**src/rtl/mem_burst_ctrl_pkg.sv**
```systemverilog
// mem_burst_ctrl_pkg: default widths and FSM state encoding shared by the burst controller files
package mem_burst_ctrl_pkg;
  localparam int DEF_ADDRESS_LENGTH = 6;
  localparam int DEF_DATA_LENGTH = 8;
  localparam int DEF_LEN_LENGTH = 6;
  typedef enum logic [2:0] {
    IDLE   = 3'd0,
    WRITE  = 3'd1,
    VERIFY = 3'd2,
    READ   = 3'd3,
    RDRAIN = 3'd4,
    DONE   = 3'd5
  } state_t;
endpackage

```
**src/rtl/mem_burst_addrgen.sv**
```systemverilog
// mem_burst_addrgen: burst address/count registers with load, step and last-word flag
module mem_burst_addrgen
  import mem_burst_ctrl_pkg::*;
#(
  parameter int address_length = DEF_ADDRESS_LENGTH,
  parameter int len_length = DEF_LEN_LENGTH
) (
  input  logic                      clk,
  input  logic                      rst_n,
  input  logic                      load,
  input  logic                      step,
  input  logic [address_length-1:0] load_addr,
  input  logic [len_length-1:0]     load_cnt,
  output logic [address_length-1:0] addr,
  output logic [len_length-1:0]     cnt,
  output logic                      last
);
  assign last = cnt == '0;
  // load starts a burst; step advances the address (wrapping) and counts down to the last word
  always_ff @(posedge clk or negedge rst_n)
    if (!rst_n) begin
      addr <= '0;
      cnt <= '0;
    end else if (load) begin
      addr <= load_addr;
      cnt <= load_cnt;
    end else if (step) begin
      addr <= addr + address_length'(1);
      if (!last) cnt <= cnt - len_length'(1);
    end
endmodule

```
**src/rtl/mem_burst_ctrl.sv**
```systemverilog
// mem_burst_ctrl: burst initiator on a single-port RAM; optional write-verify via MEMCTL_WRITE_VERIFY_EN
module mem_burst_ctrl
  import mem_burst_ctrl_pkg::*;
#(
  parameter int address_length = DEF_ADDRESS_LENGTH,
  parameter int data_length = DEF_DATA_LENGTH,
  parameter int len_length = DEF_LEN_LENGTH
) (
  input  logic                      clk,
  input  logic                      rst_n,
  input  logic                      req_valid,
  output logic                      req_ready,
  input  logic                      req_write,
  input  logic [address_length-1:0] req_addr,
  input  logic [len_length-1:0]     req_len,
  input  logic                      wr_valid,
  output logic                      wr_ready,
  input  logic [data_length-1:0]    wr_data,
  output logic                      rd_valid,
  input  logic                      rd_ready,
  output logic [data_length-1:0]    rd_data,
  output logic                      done,
  output logic                      err,
  output logic                      wren,
  output logic [address_length-1:0] address,
  output logic [data_length-1:0]    write_data,
  input  logic [data_length-1:0]    read_data
);
  state_t state;
  logic [address_length-1:0] addr_q;
  logic [len_length-1:0] cnt_q;
  logic last, load, step, issue;
  assign req_ready = state == IDLE;
  assign wr_ready = state == WRITE;
  assign wren = wr_ready && wr_valid;
  assign write_data = wr_data;
  assign address = req_ready ? req_addr : addr_q;
  assign load = req_ready && req_valid;
  assign issue = state == READ && (!rd_valid || rd_ready);
`ifdef MEMCTL_WRITE_VERIFY_EN
  logic [data_length-1:0] saved_q;
  // the address advances only after the verify cycle, so VERIFY reads back addr_q
  assign step = state == VERIFY || issue;
`else
  assign step = wren || issue;
`endif
  mem_burst_addrgen #(
    .address_length(address_length),
    .len_length(len_length)
  ) u_addrgen (
    .clk(clk),
    .rst_n(rst_n),
    .load(load),
    .step(step),
    .load_addr(req_addr),
    .load_cnt(req_len),
    .addr(addr_q),
    .cnt(cnt_q),
    .last(last)
  );
  // burst sequencing plus registered read stream, done pulse and sticky verify error
  always_ff @(posedge clk or negedge rst_n)
    if (!rst_n) begin
      state <= IDLE;
      rd_valid <= 1'b0;
      rd_data <= '0;
      done <= 1'b0;
      err <= 1'b0;
`ifdef MEMCTL_WRITE_VERIFY_EN
      saved_q <= '0;
`endif
    end else begin
      done <= 1'b0;
      if (issue) begin
        rd_data <= read_data;
        rd_valid <= 1'b1;
      end else if (rd_ready) begin
        rd_valid <= 1'b0;
      end
      case (state)
        IDLE:
          if (req_valid) begin
            err <= 1'b0;
            state <= req_write ? WRITE : READ;
          end
        WRITE:
          if (wr_valid) begin
`ifdef MEMCTL_WRITE_VERIFY_EN
            saved_q <= wr_data;
            state <= VERIFY;
`else
            if (last) begin
              state <= DONE;
              done <= 1'b1;
            end
`endif
          end
`ifdef MEMCTL_WRITE_VERIFY_EN
        VERIFY: begin
          if (read_data != saved_q) err <= 1'b1;
          if (last) begin
            state <= DONE;
            done <= 1'b1;
          end else begin
            state <= WRITE;
          end
        end
`endif
        READ:
          if (issue && last) state <= RDRAIN;
        RDRAIN:
          if (rd_ready) begin
            state <= DONE;
            done <= 1'b1;
          end
        default: state <= IDLE;
      endcase
    end
endmodule

```
**config.mk**
```make
export PLATFORM = sky130hd
export DESIGN_NAME = mem_burst_ctrl
export DESIGN_NICKNAME = d
export VERILOG_FILES = /design/src/rtl/mem_burst_ctrl_pkg.sv /design/src/rtl/mem_burst_addrgen.sv /design/src/rtl/mem_burst_ctrl.sv
export SDC_FILE = /design/constraint.sdc
export NUM_CORES = 1
export LEC_CHECK = 0
export CAP_MARGIN = 20
export CORE_UTILIZATION = 26
export CTS_CLUSTER_DIAMETER = 60
export DETAILED_ROUTE_END_ITERATION = 10
export PLACE_DENSITY = 0.62
export RECOVER_POWER = 100
export SLEW_MARGIN = 5
export SYNTH_ARGS = -nofsm -noshare
export SYNTH_HDL_FRONTEND = slang
export SYNTH_SLANG_ARGS = --single-unit
```
**constraint.sdc**
```tcl
create_clock -name clk -period 1.6 [get_ports clk]
set_input_delay 0.32 -clock clk [delete_from_list [all_inputs] [get_ports clk]]
set_output_delay 0.32 -clock clk [all_outputs]
set_load 0.05 [all_outputs]
```
# After elaboration in Yosys (flattened, before gate mapping)
# Index checks and enable logic that the tools add are counted.
[totals] regBits=25 latch_bits=0 ram_bits=0 mem_bits_ro=0 in_bits=34 wordCells=49 memories=0
[classes] addsub=2 multipliers=0 div_mod_pow=0 n_lt_le_gt_ge=0 n_eq_ne=9 shift=0 n_mux=19 bitwise_logic=0 n_reduce_logical=13
[ops] op="$mux 6" count=6
[ops] op="$mux 3" count=5
[ops] op="$pmux 3 s4" count=1
[ops] op="$add 6x1->6 const B" count=1
[ops] op="$logic_not 6->1" count=1
[ops] op="$ne 2x1->1 const B" count=3
[ops] op="$ne 2x2->1 const B" count=3
[ops] op="$sub 6x1->6 const B" count=1
[ops] op="$mux 1" count=5
[ops] op="$reduce_and 5->1" count=1
[ops] op="$logic_and 1x1->1" count=4
[ops] op="$reduce_bool 2->1" count=2
[ops] op="$eq 3x1->1 const B" count=1
[ops] op="$eq 3x2->1 const B" count=1
[ops] op="$eq 3x3->1 const B" count=1
[ops] op="$logic_not 3->1" count=1
[ops] op="$logic_or 1x1->1" count=2
[ops] op="$mux 2" count=1
[ops] op="$pmux 1 s2" count=1
[ops] op="$reduce_and 2->1" count=1
[ops] op="$logic_not 1->1" count=1

# Logic depth before layout (Yosys ltp)
# Gate-level depths: netlist (run 1).
[depth] depth_word=6 mapped_depth=6 mapped_depth_nobuf=6

# By module
# A second synthesis (run 1) with hierarchy kept.
[unflattened] cells_unflattened=138 area_unflattened_um2=1456.4
[modules_own_cells] mod="mem_burst_ctrl" n_inst=1 cells_per_inst=61 area_each_um2=754.5 seq_area_each_um2=325.3
[modules_own_cells] mod="mem_burst_addrgen" n_inst=1 cells_per_inst=77 area_each_um2=701.9 seq_area_each_um2=300.3

# Worst setup path before layout (run 1)
# Ideal clock, no wire load.
[synth_path] kind="reg2out" from="reg state[2]" to="out wren" arrival_ns=1.858 t_required_ns=1.280 slack_ns=-0.578 stages_incl_launch_ff=5 path_buffers=1 path_cell_list="dfrtp_1 buf_6 nand2b_1 nor2_1 and2_1"
[synth_between] elab_chain_cells=2
[synth_rtl] item="start: declaration" line="mem_burst_ctrl.sv:29" rtl="state_t state;"
[synth_rtl] item="start signal: assignment" line="mem_burst_ctrl.sv:84" rtl="state <= req_write ? WRITE : READ;"
[synth_rtl] item="$eq 3x1->1" line="mem_burst_ctrl.sv:34" rtl="assign wr_ready = state == WRITE;"
[synth_rtl] item="via wr_ready" line="mem_burst_ctrl.sv:17" rtl="output logic wr_ready,"
[synth_rtl] item="$logic_and 1x1->1" line="mem_burst_ctrl.sv:35" rtl="assign wren = wr_ready && wr_valid;"
[synth_rtl] item="end: declaration" line="mem_burst_ctrl.sv:24" rtl="output logic wren,"
# The timed path passes the listed nets, and every way through them passes these cells.

# Worst setup path after layout (run 1)
[layout_path] from="reg state[1]" to="out address[4]"
[layout_between] elab_chain_cells=2
[layout_rtl] item="$logic_not 3->1" line="mem_burst_ctrl.sv:33" rtl="assign req_ready = state == IDLE;"
[layout_rtl] item="$mux 6" line="mem_burst_ctrl.sv:37" rtl="assign address = req_ready ? req_addr : addr_q;"
[layout_rtl] item="end: declaration" line="mem_burst_ctrl.sv:25" rtl="output logic [address_length-1:0] address,"
# Every way passes these cells.

==> flow_summary.json, run 1 <==
{
  "setup_viol": 24,
  "violations": "setup timing",
  "ys_ff_latch": 25,
  "finalHoldViolCount": 0,
  "worst_hold_slack_ns": 0.517,
  "cts_tree": "built",
  "maxCapViolCount": 0,
  "vdd_drop_max_mv": 0.814,
  "relSlewSlack_pct": 55.1,
  "drc": 0,
  "place_congestion": 0.838,
  "synthDominantCellAreaShare_pct": 42.6,
  "slowest_stage": "dfrtp_1",
  "ios": 62,
  "htree_levels": 1,
  "synth.largest_area_cell": "dfrtp_1",
  "stdcell_count": 298,
  "fp.dieW_um": 77.1,
  "synth_cell_types": 39,
  "drive_gt1_share_pct": 49.6,
  "rsz0062_at_grt": "yes",
  "synth_warnings": 0,
  "wire_per_inst_um": 14.7,
  "antenna-diode-count": 0,
  "first_global_vias": 1416,
  "place_area_mm2": 0.00224,
  "async_reset_ff_share_pct": 100,
  "core-area_mm2": 0.00527,
  "firstDrtPassIters": 4,
  "grt.total_usage_pct": 14.2,
  "antenna_found_initial": 0,
  "hold_path.class": "flip-flop to flip-flop",
  "start_util_pct": 27.8,
  "rows": 26,
  "setup_slack_ns": -0.351,
  "viasPerCell": 4.81,
  "nNetsFinal": 266,
  "cts_max_path_buffers": 2,
  "period_share_pct": 122,
  "worstPathRequired_ns": 1.28,
  "avgSynthCellArea_um2": 9.72,
  "yosysMostFrequentCell": "dfrtp_1",
  "clock-sinks": 25,
  "max_freq_mhz": 512,
  "synthesis.area_mm2": 0.00147,
  "synthTopCellsByArea": "dfrtp_1, mux2_2, buf_4",
  "cp_cell_sequence": "nor3_4, buf_6, mux2_4, buf_12",
  "vias": 1432,
  "crit_type": "flip-flop to primary output",
  "dpl_worst_slack_ns": -0.321,
  "cp_max_fo": 4,
  "overflow": 0,
  "ant_nets": 0,
  "status": "finished, violations left",
  "finalClockSkew_ns": 0.00471,
  "grt_pass1_wl_um": 6530,
  "grt_max_degree": 26,
  "routed_wl_um": 4380,
  "chipHeight_um": 77.1,
  "slowest_delay_ns": 0.42,
  "die_area_mm2": 0.00595,
  "synth_ff_type": "dfrtp_1",
  "nFillCells": 481,
  "multi_input_area_um2": 975,
  "synthesis.instances": 151,
  "synth_edf_count": 0,
  "drtIter0Drc": 85,
  "post-place-cells": 280,
  "io_buffers": 44,
  "clkTransAtPathRegs_ns": 0.09,
  "worstMarginPinSlew_ns": 0.674,
  "power_density_mw_per_mm2": 2270,
  "seqCellArea_um2": 627,
  "drv_slew": 0,
  "end_kind": "primary output",
  "synth.net_count": 188,
  "start_kind": "flip-flop",
  "fin_tns_setup_ns": -4.02,
  "cts_root_buffer": "clkbuf_8",
  "arrival_ns": 1.63,
  "syn2layout_area_growth_pct": 79.5,
  "clock_latency_ns": 0.28,
  "postLayoutCellArea_mm2": 0.00264,
  "ys_top_cells_by_count": "dfrtp_1, mux2_2, nor2_1, nand3_1",
  "p_leak_uw": 0.00114,
  "yosysSeqAreaShare_pct": 42.6,
  "cts_buffers": 3,
  "rrSetupSlack_ns": -0.17,
  "dp_hpwl_um": 2900,
  "finalCriticalPeriod_ns": 1.95
}
-- metal layers --
| metal | routed length [um] | GRT usage [%] | vias up |
|---|---|---|---|
| met5 | 0 | 0 | - |
| met4 | 78 | 6.60 | 0 |
| met3 | 211 | 2.74 | 7 |
| met2 | 2300 | 24.9 | 43 |
| met1 | 1790 | 16.5 | 687 |
| li1 | - | - | 695 |
-- area by class of cell --
class                      instances  share of cell area (%)
multi-input combinational        106                    37.0
tap                               70                    3.32
timing repair buffer              90                    33.7
clock buffer                       3                    1.57
sequential                        25                    23.8
inverter                           3                   0.427
clock inverter                     1                   0.190
-- placed cells by master (no fill, tap or decap), types with 3 or more instances in the layout --
master	n
a31oi_1	4
buf_12	8
buf_4	28
buf_6	14
buf_8	3
clkbuf_2	8
clkbuf_8	3
clkdlybuf4s50_1	24
dfrtp_1	24
mux2_4	15
nand2_1	6
nand3_1	10
nand4_1	4
nor2_1	7
nor2_4	5
o211ai_1	3
o21ai_0	3
or3_1	7
-- through the flow --
step                      power (uW)  util (%)
final                           5990      50.0
after global routing            6310      50.0
after CTS                       5550      45.8
after detailed placement        4880      42.5
after global placement          4810      42.5
after floorplan                 3360         -
-- where the power goes --
part	total [uW]	internal (uW)	switching [uW]
Combinational	4410	2180	2230
Clock	399	175	223
Sequential	1180	941	240
-- worst paths after layout --
path / endpoint / depth (start not counted) / start
hold / removal: rd_data[5]$_DFFE_PN0P_ / 1 / rd_data[5]$_DFFE_PN0P_
max in group asynchronous: rd_valid$_DFFE_PN0P_ / 2 / rst_n
hold reg to reg: rd_data[5]$_DFFE_PN0P_ / 1 / rd_data[5]$_DFFE_PN0P_
setup reg to reg: u_addrgen.cnt[2]$_DFFE_PN0P_ / 6 / state[1]$_DFFE_PN0P_
setup / recovery: address[4] / 4 / state[1]$_DFFE_PN0P_
min in group asynchronous: rd_data[0]$_DFFE_PN0P_ / 2 / rst_n
-- flip-flops by register name (all words and copies together) (netlist names) --
register / flops
done: 1
rd_data: 8
rd_valid: 1
state: 3
u_addrgen.addr: 6
u_addrgen.cnt: 6
-- what timing repair did --
item                                    CTS  global route
setup buffers                             6             8
hold buffers                              0             0
endpoints found under the setup margin   23            33
cloned                                    1             1
pin swaps                                11            15
gates resized for setup                  23            48
-- critical path, delay by kind of cell, from the launching register on --
| kind | cells | cell delay (ns) |
|---|---|---|
| flops | 1 | 0.42 |
| mux | 1 | 0.31 |
| buf+inv | 2 | 0.32 |
| simple gates | 1 | 0.30 |
-- cell families after synthesis --
logic type               Yosys count  synth area share [%]
multiplexers                      16                  12.2
AO/OA/AOI/OAI                     24                  10.3
flip-flops                        25                  42.6
other                              1                 0.256
AND/OR/NAND/NOR                   60                  22.5
XOR/XNOR                           2                  1.19
buffers and inverters             20                  8.35
adder cells (fa/ha/maj)            3                  2.56
No activity file was read; power rests on OpenSTA's default activity.
==> run 2, diff against run 1 <==
SLEW_MARGIN = default   (was 5)
==> results of run 2 <==
Same layout as run 1: the final DEF is identical, and so are final timing and power.
